File: config.mk
export PLATFORM = sky130hd
export DESIGN_NAME = cmp_gt_qualifier
export DESIGN_NICKNAME = d
export VERILOG_FILES = /design/src/rtl/cmp_qual_pkg.sv /design/src/rtl/cmp_run_counter.sv /design/src/rtl/cmp_gt_qualifier.sv
export SDC_FILE = /design/constraint.sdc
export NUM_CORES = 1
export LEC_CHECK = 0
export BUFFER_PORTS_ARGS = -buffer_cell sky130_fd_sc_hd__buf_2
export CORE_MARGIN = 2
export CORE_UTILIZATION = 40
export DETAILED_ROUTE_END_ITERATION = 8
export PLACE_DENSITY_LB_ADDON = 0.1
export SLEW_MARGIN = 40
export SYNTH_ARGS = -nofsm -noshare
export SYNTH_HDL_FRONTEND = slang
export SYNTH_HIERARCHICAL = 1
export SYNTH_SLANG_ARGS = --single-unit
File: constraint.sdc
create_clock -name clk -period 3.4 [get_ports clk]
set_input_delay 0.17 -clock clk [delete_from_list [all_inputs] [get_ports clk]]
set_output_delay 0.17 -clock clk [all_outputs]
set_load 0.1 [all_outputs]
File: src/rtl/cmp_qual_pkg.sv
// Shared types and constants for the comparator qualifier slice.
// Latency: n/a (declarations only).
// Backpressure: n/a.
package cmp_qual_pkg;

    // Width of the run-length counter used by the rise and fall checks
    localparam int RUN_W = 8;

    typedef enum logic [1:0] {
        LOW      = 2'd0,
        RISE_CHK = 2'd1,
        HIGH     = 2'd2,
        FALL_CHK = 2'd3
    } qual_state_t;

endpackage

File: src/rtl/cmp_run_counter.sv
// Run-length counter with a limit compare, shared by the rise and fall checks.
// Latency: run updates on the clock edge; hit is combinational from run and limit.
// Backpressure: none; hold freezes the count.
module cmp_run_counter
    import cmp_qual_pkg::*;
#(
    parameter int W = RUN_W
) (
    input  logic         clk,
    input  logic         rst_n,
    input  logic         hold,
    input  logic         clr,
    input  logic         load1,
    input  logic         inc,
    input  logic [W-1:0] limit,
    output logic [W-1:0] run,
    output logic         hit
);

    localparam logic [W-1:0] ONE = 1;

    // hit means the sample being taken now would complete the run
    assign hit = ((run + ONE) == limit);

    // Run-length register: hold wins, then clear, then load of 1, then increment
    always_ff @(posedge clk or negedge rst_n) begin
        if (!rst_n) begin
            run <= '0;
        end else if (hold) begin
            run <= run;
        end else if (clr) begin
            run <= '0;
        end else if (load1) begin
            run <= ONE;
        end else if (inc) begin
            run <= run + ONE;
        end
    end

endmodule

File: src/rtl/cmp_gt_qualifier.sv
// Debounces the comparator gt bit and reports qualified rising events; GT_QUAL_SAT_EN makes evt_cnt saturate and drives ovf.
// Latency: gt_q/rise_pulse/evt_* register on the edge sampling the HOLD_CYCLES-th high (REL_CYCLES-th low for release).
// Backpressure: one-deep evt_valid/evt_ready; an event arriving while one is pending and not accepted sets sticky evt_miss.
module cmp_gt_qualifier
    import cmp_qual_pkg::*;
#(
    parameter int HOLD_CYCLES = 3,
    parameter int REL_CYCLES  = 3,
    parameter int CNT_W       = 8
) (
    input  logic             clk,
    input  logic             rst_n,
    input  logic             sample_en,
    input  logic             gt,
    input  logic             clr,
    input  logic             evt_ready,
    output logic             gt_q,
    output logic             rise_pulse,
    output logic             evt_valid,
    output logic             evt_miss,
    output logic [CNT_W-1:0] evt_cnt,
    output logic             ovf
);

    localparam logic [RUN_W-1:0] HOLD_L = RUN_W'(HOLD_CYCLES);
    localparam logic [RUN_W-1:0] REL_L  = RUN_W'(REL_CYCLES);
    localparam logic [CNT_W-1:0] CNT_ONE = 1;

    qual_state_t      state;
    qual_state_t      state_nxt;
    logic             qual;
    logic             run_inc;
    logic             run_load1;
    logic             run_clr;
    logic             run_hit;
    logic [RUN_W-1:0] run;
    logic [RUN_W-1:0] run_limit;

    // The same counter serves both checks; only FALL_CHK measures against the release length
    assign run_limit = (state == FALL_CHK) ? REL_L : HOLD_L;

    cmp_run_counter #(
        .W (RUN_W)
    ) u_run (
        .clk   (clk),
        .rst_n (rst_n),
        .hold  (!sample_en),
        .clr   (run_clr),
        .load1 (run_load1),
        .inc   (run_inc),
        .limit (run_limit),
        .run   (run),
        .hit   (run_hit)
    );

    // Next-state and run-counter control; nothing moves while sampling is paused
    always_comb begin
        state_nxt = state;
        qual      = 1'b0;
        run_inc   = 1'b0;
        run_load1 = 1'b0;
        run_clr   = 1'b0;
        if (sample_en) begin
            case (state)
                LOW: begin
                    if (gt) begin
                        if (HOLD_CYCLES == 1) begin
                            state_nxt = HIGH;
                            run_clr   = 1'b1;
                            qual      = 1'b1;
                        end else begin
                            state_nxt = RISE_CHK;
                            run_load1 = 1'b1;
                        end
                    end else begin
                        run_clr = 1'b1;
                    end
                end
                RISE_CHK: begin
                    if (gt) begin
                        if (run_hit) begin
                            state_nxt = HIGH;
                            run_clr   = 1'b1;
                            qual      = 1'b1;
                        end else begin
                            run_inc = 1'b1;
                        end
                    end else begin
                        state_nxt = LOW;
                        run_clr   = 1'b1;
                    end
                end
                HIGH: begin
                    if (!gt) begin
                        if (REL_CYCLES == 1) begin
                            state_nxt = LOW;
                            run_clr   = 1'b1;
                        end else begin
                            state_nxt = FALL_CHK;
                            run_load1 = 1'b1;
                        end
                    end else begin
                        run_clr = 1'b1;
                    end
                end
                default: begin
                    if (!gt) begin
                        if (run_hit) begin
                            state_nxt = LOW;
                            run_clr   = 1'b1;
                        end else begin
                            run_inc = 1'b1;
                        end
                    end else begin
                        // Bounce during release: back to HIGH without a new event
                        state_nxt = HIGH;
                        run_clr   = 1'b1;
                    end
                end
            endcase
        end
    end

    // FSM state with registered filtered output and rise pulse
    always_ff @(posedge clk or negedge rst_n) begin
        if (!rst_n) begin
            state      <= LOW;
            gt_q       <= 1'b0;
            rise_pulse <= 1'b0;
        end else begin
            state      <= state_nxt;
            gt_q       <= (state_nxt == HIGH) || (state_nxt == FALL_CHK);
            rise_pulse <= qual;
        end
    end

    // One-deep event handshake; a new event refills the slot even if it is being accepted
    always_ff @(posedge clk or negedge rst_n) begin
        if (!rst_n) begin
            evt_valid <= 1'b0;
            evt_miss  <= 1'b0;
        end else begin
            if (qual) begin
                evt_valid <= 1'b1;
            end else if (evt_valid && evt_ready) begin
                evt_valid <= 1'b0;
            end
            if (clr) begin
                evt_miss <= 1'b0;
            end else if (qual && evt_valid && !evt_ready) begin
                evt_miss <= 1'b1;
            end
        end
    end

`ifdef GT_QUAL_SAT_EN
    // Event counter saturates at all-ones; further events raise sticky ovf
    always_ff @(posedge clk or negedge rst_n) begin
        if (!rst_n) begin
            evt_cnt <= '0;
            ovf     <= 1'b0;
        end else if (clr) begin
            evt_cnt <= '0;
            ovf     <= 1'b0;
        end else if (qual) begin
            if (&evt_cnt) begin
                ovf <= 1'b1;
            end else begin
                evt_cnt <= evt_cnt + CNT_ONE;
            end
        end
    end
`else
    // Event counter wraps modulo 2^CNT_W; overflow is not tracked
    always_ff @(posedge clk or negedge rst_n) begin
        if (!rst_n) begin
            evt_cnt <= '0;
        end else if (clr) begin
            evt_cnt <= '0;
        end else if (qual) begin
            evt_cnt <= evt_cnt + CNT_ONE;
        end
    end

    assign ovf = 1'b0;
`endif

endmodule

==> results.ini <==
[clocking]
cts_max_level=1
cts-root-buf=clkbuf_4
clkTransAtPathRegs_ns=0.13
clock_latency_ns=0.31
cts_sinks=22
post_cts_buffers=0
ctsLongestPathBuffers=2
holdBufCountCts=1
cts_resized=0
cts_tree=yes
cts_buffers=3

[place]
place_ws_ns=0.5401
place.gp.congestion=0.7454
port_buffers=17
hpwl_mm=1.934

[synth]
syn_avg_cell_area_um2=9.187
muxShareOfSynthArea_pct=3.291
synth-compound-area-share_pct=19.38
ys.flop_type=dfrtp_1
ys_seq_area_share_pct=40.22
yosysWarnings=6
postSynth.asyncResetShare_pct=100.0
synth-adder-area-share_pct=1.828
synth_seq_cells=22
syn_inst=149
synth_top_family_by_area=simple AND/OR/NAND/NOR gates
synth_xor_area_share_pct=6.947
synth.distinct_cells=41
synth_edf_count=0
yosys.area_share.simple_pct=22.67
synth_area_mm2=0.001369

[setup_path]
cp.required_ns=3.60
worstSetupPathType=reg -> reg
crit_chain=ha_1, and3_2, nand3_1, xnor2_1, nor4_2, nand3_2, nor4_1, mux2_2
critPathMaxStageDelay_ns=0.45
path_max_fanout=17
critPathCaptureType=register
crit_slowest_cell=dfrtp_1
worst-path-buf-inv=0
crit_family=simple AND/OR/NAND/NOR gates
cp.arrival_ns=3.10
crit_path_start_kind=register

[sta]
tightest_slew_ns=0.5089
slew_violations=0
max_freq_ghz=0.3457
fin_ws_ns=0.5069
rsz0062_at_grt=no
finalSetupTns_ns=0
skew_ns=0.009457
hold_violations=0
relSlewSlack_pct=66.07
final-setup-viol-count=0
min_period_ns=2.893
finalCritPeriodShare_pct=85.09

[finish]
n_antenna_cell=0
layout.area.seq_um2=550.5
fillers=326
multi_input_area_um2=785.8
syn_to_final_growth_pct=14.53
layout-drive-gt1-share_pct=19.08
nNetsFinal=182

[floorplan]
core_area_mm2=0.003311
die_y_um=62.50
core.rowCount=21
die_area_mm2=0.003906
num_io_pins=19
initial_core_util_pct=41.35
die_x_um=62.50

[min_path]
min_path_type=in -> reg

[outcome]
status=finished clean

[grt]
grt_max_degree=23
grtUsageTotal_pct=14.58
grt_pass1_vias=1029
antenna_found_initial=0
grt_pass1_wl_mm=4.671
grt_overflow=0

[detailed_routing]
first_iter_violations=70
ant_nets=0
vias_per_cell=5.242
first_pass_iters=4
drc=0
totalWireLength_mm=2.723
vias=1148
wl_per_cell_um=12.43

[job]
max_cap_violations=0

[power_and_ir_drop]
p_leak_nw=0.7378
power_density_mw_per_mm2=346.9
max-vdd-ir-drop_mv=0.1933

## state kept, by name, indices dropped and copies added (netlist names)
register    count
evt_valid       1
evt_cnt         8
evt_miss        1
u_run/run       8
state           2
rise_pulse      1
gt_q            1
## cell usage after synthesis, drive strengths merged (2+ instances only)
| library cell | number | area [µm²] |
|---|---|---|
| and3 | 3 | 20.02 |
| xnor2 | 4 | 35.03 |
| mux2 | 4 | 45.04 |
| buf | 6 | 40.03 |
| or4 | 4 | 30.03 |
| dfrtp | 22 | 550.5 |
| a31oi | 3 | 18.77 |
| nand3b | 2 | 15.01 |
| nand2 | 4 | 15.01 |
| or3 | 2 | 12.51 |
| xor2 | 6 | 60.06 |
| a41oi | 3 | 26.28 |
| and4 | 2 | 17.52 |
| clkbuf | 3 | 11.26 |
| inv | 5 | 18.77 |
| conb | 2 | 7.510 |
| o21ai | 16 | 80.08 |
| nor2b | 4 | 25.02 |
| nand3 | 10 | 55.05 |
| nand4 | 2 | 12.51 |
| a21oi | 13 | 65.06 |
| nor2 | 7 | 33.78 |
| nor3 | 4 | 20.02 |
| o31ai | 7 | 52.55 |
| ha | 2 | 25.02 |
| nor4 | 2 | 18.77 |
## final timing paths
path / cells past startpoint / to / from / slack, ns
worst max-delay path: 8 / evt_cnt[7] / u_run/run[0] / 0.51
min in group asynchronous: 2 / evt_cnt[1] / rst_n / 0.34
worst min register to register: 1 / u_run/run[7] / u_run/run[7] / 0.52
worst min-delay path: 3 / evt_valid / evt_ready / 0.14
max in group asynchronous: 2 / u_run/run[1] / rst_n / 2.71
worst max register to register: 8 / evt_cnt[7] / u_run/run[0] / 0.51
## worst reg2reg max path, stage by stage (launching register included)
cell and delay, ns:
dfrtp_1 0.45, ha_1 0.29, and3_2 0.25, nand3_1 0.12, xnor2_1 0.17, nor4_2 0.42
nand3_2 0.36, nor4_1 0.37, mux2_2 0.37
## cell families (layout without fill, tap and decap cells)
group	count (synthesis)	count (layout)
AO/OA/AOI/OAI	45	45
adder cells (fa/ha/maj)	2	2
other	2	12
buffers and inverters	14	28
XOR/XNOR	10	10
flip-flops	22	22
AND/OR/NAND/NOR	50	50
multiplexers	4	4
## layout by cell type, fill, tap and decap left out, types with 2 or more instances in the layout
cell and n:
mux2_2 4, o21ai_0 16, xnor2_1 4, nand3_1 9, and3_1 2, a41oi_1 3, dfrtp_1 22, nand3b_1 2
xor2_1 5, a31oi_1 3, ha_1 2, buf_2 17, a21oi_1 13, nor3_1 4, conb_1 12, nand4_1 2
clkbuf_4 3, inv_1 5, o31ai_1 7, nor2_1 6, or4_1 4, or3_1 2, nor2b_1 4, nand2_1 4
and4_1 2
## final cells by class
class,count,share of cell area (%)
flip-flops and latches,22,35.12
well taps,46,3.671
repair buffers,19,6.544
clock buffers,3,1.437
inverters,5,1.197
clock inverters,1,1.915
multi-input cells,123,50.12
## through the flow
step	instances	hold WS, ns	total power, mW	area [µm²]	utilization, %
6_report	219	0.1411	0.5439	1568	47.35
5_1_grt	219	0.1094	0.5746	1568	47.35
4_1_cts	219	0.1138	0.5556	1568	47.35
3_3_place_gp	214	0.1694	0.3466	1505	45.46
2_1_floorplan	159	-0.1256	0.3295	1406	-
3_5_place_dp	214	0.1714	0.3474	1505	45.46
## layer usage
layer | part of all wire (%) | GRT usage, %
met1 | 52 | 20.66
met2 | 43 | 22.85
met3 | 4.7 | 3.604
met4 | 0.37 | 2.500
met5 | 0 | 0
## power by group
| part | total, mW | switching, mW | internal [mW] |
|---|---|---|---|
| Clock | 0.201 | 0.0816 | 0.119 |
| Sequential | 0.272 | 0.00546 | 0.266 |
| Combinational | 0.0714 | 0.0481 | 0.0233 |
| Total | 0.544 | 0.135 | 0.409 |
(Power assumes the default switching activity.)
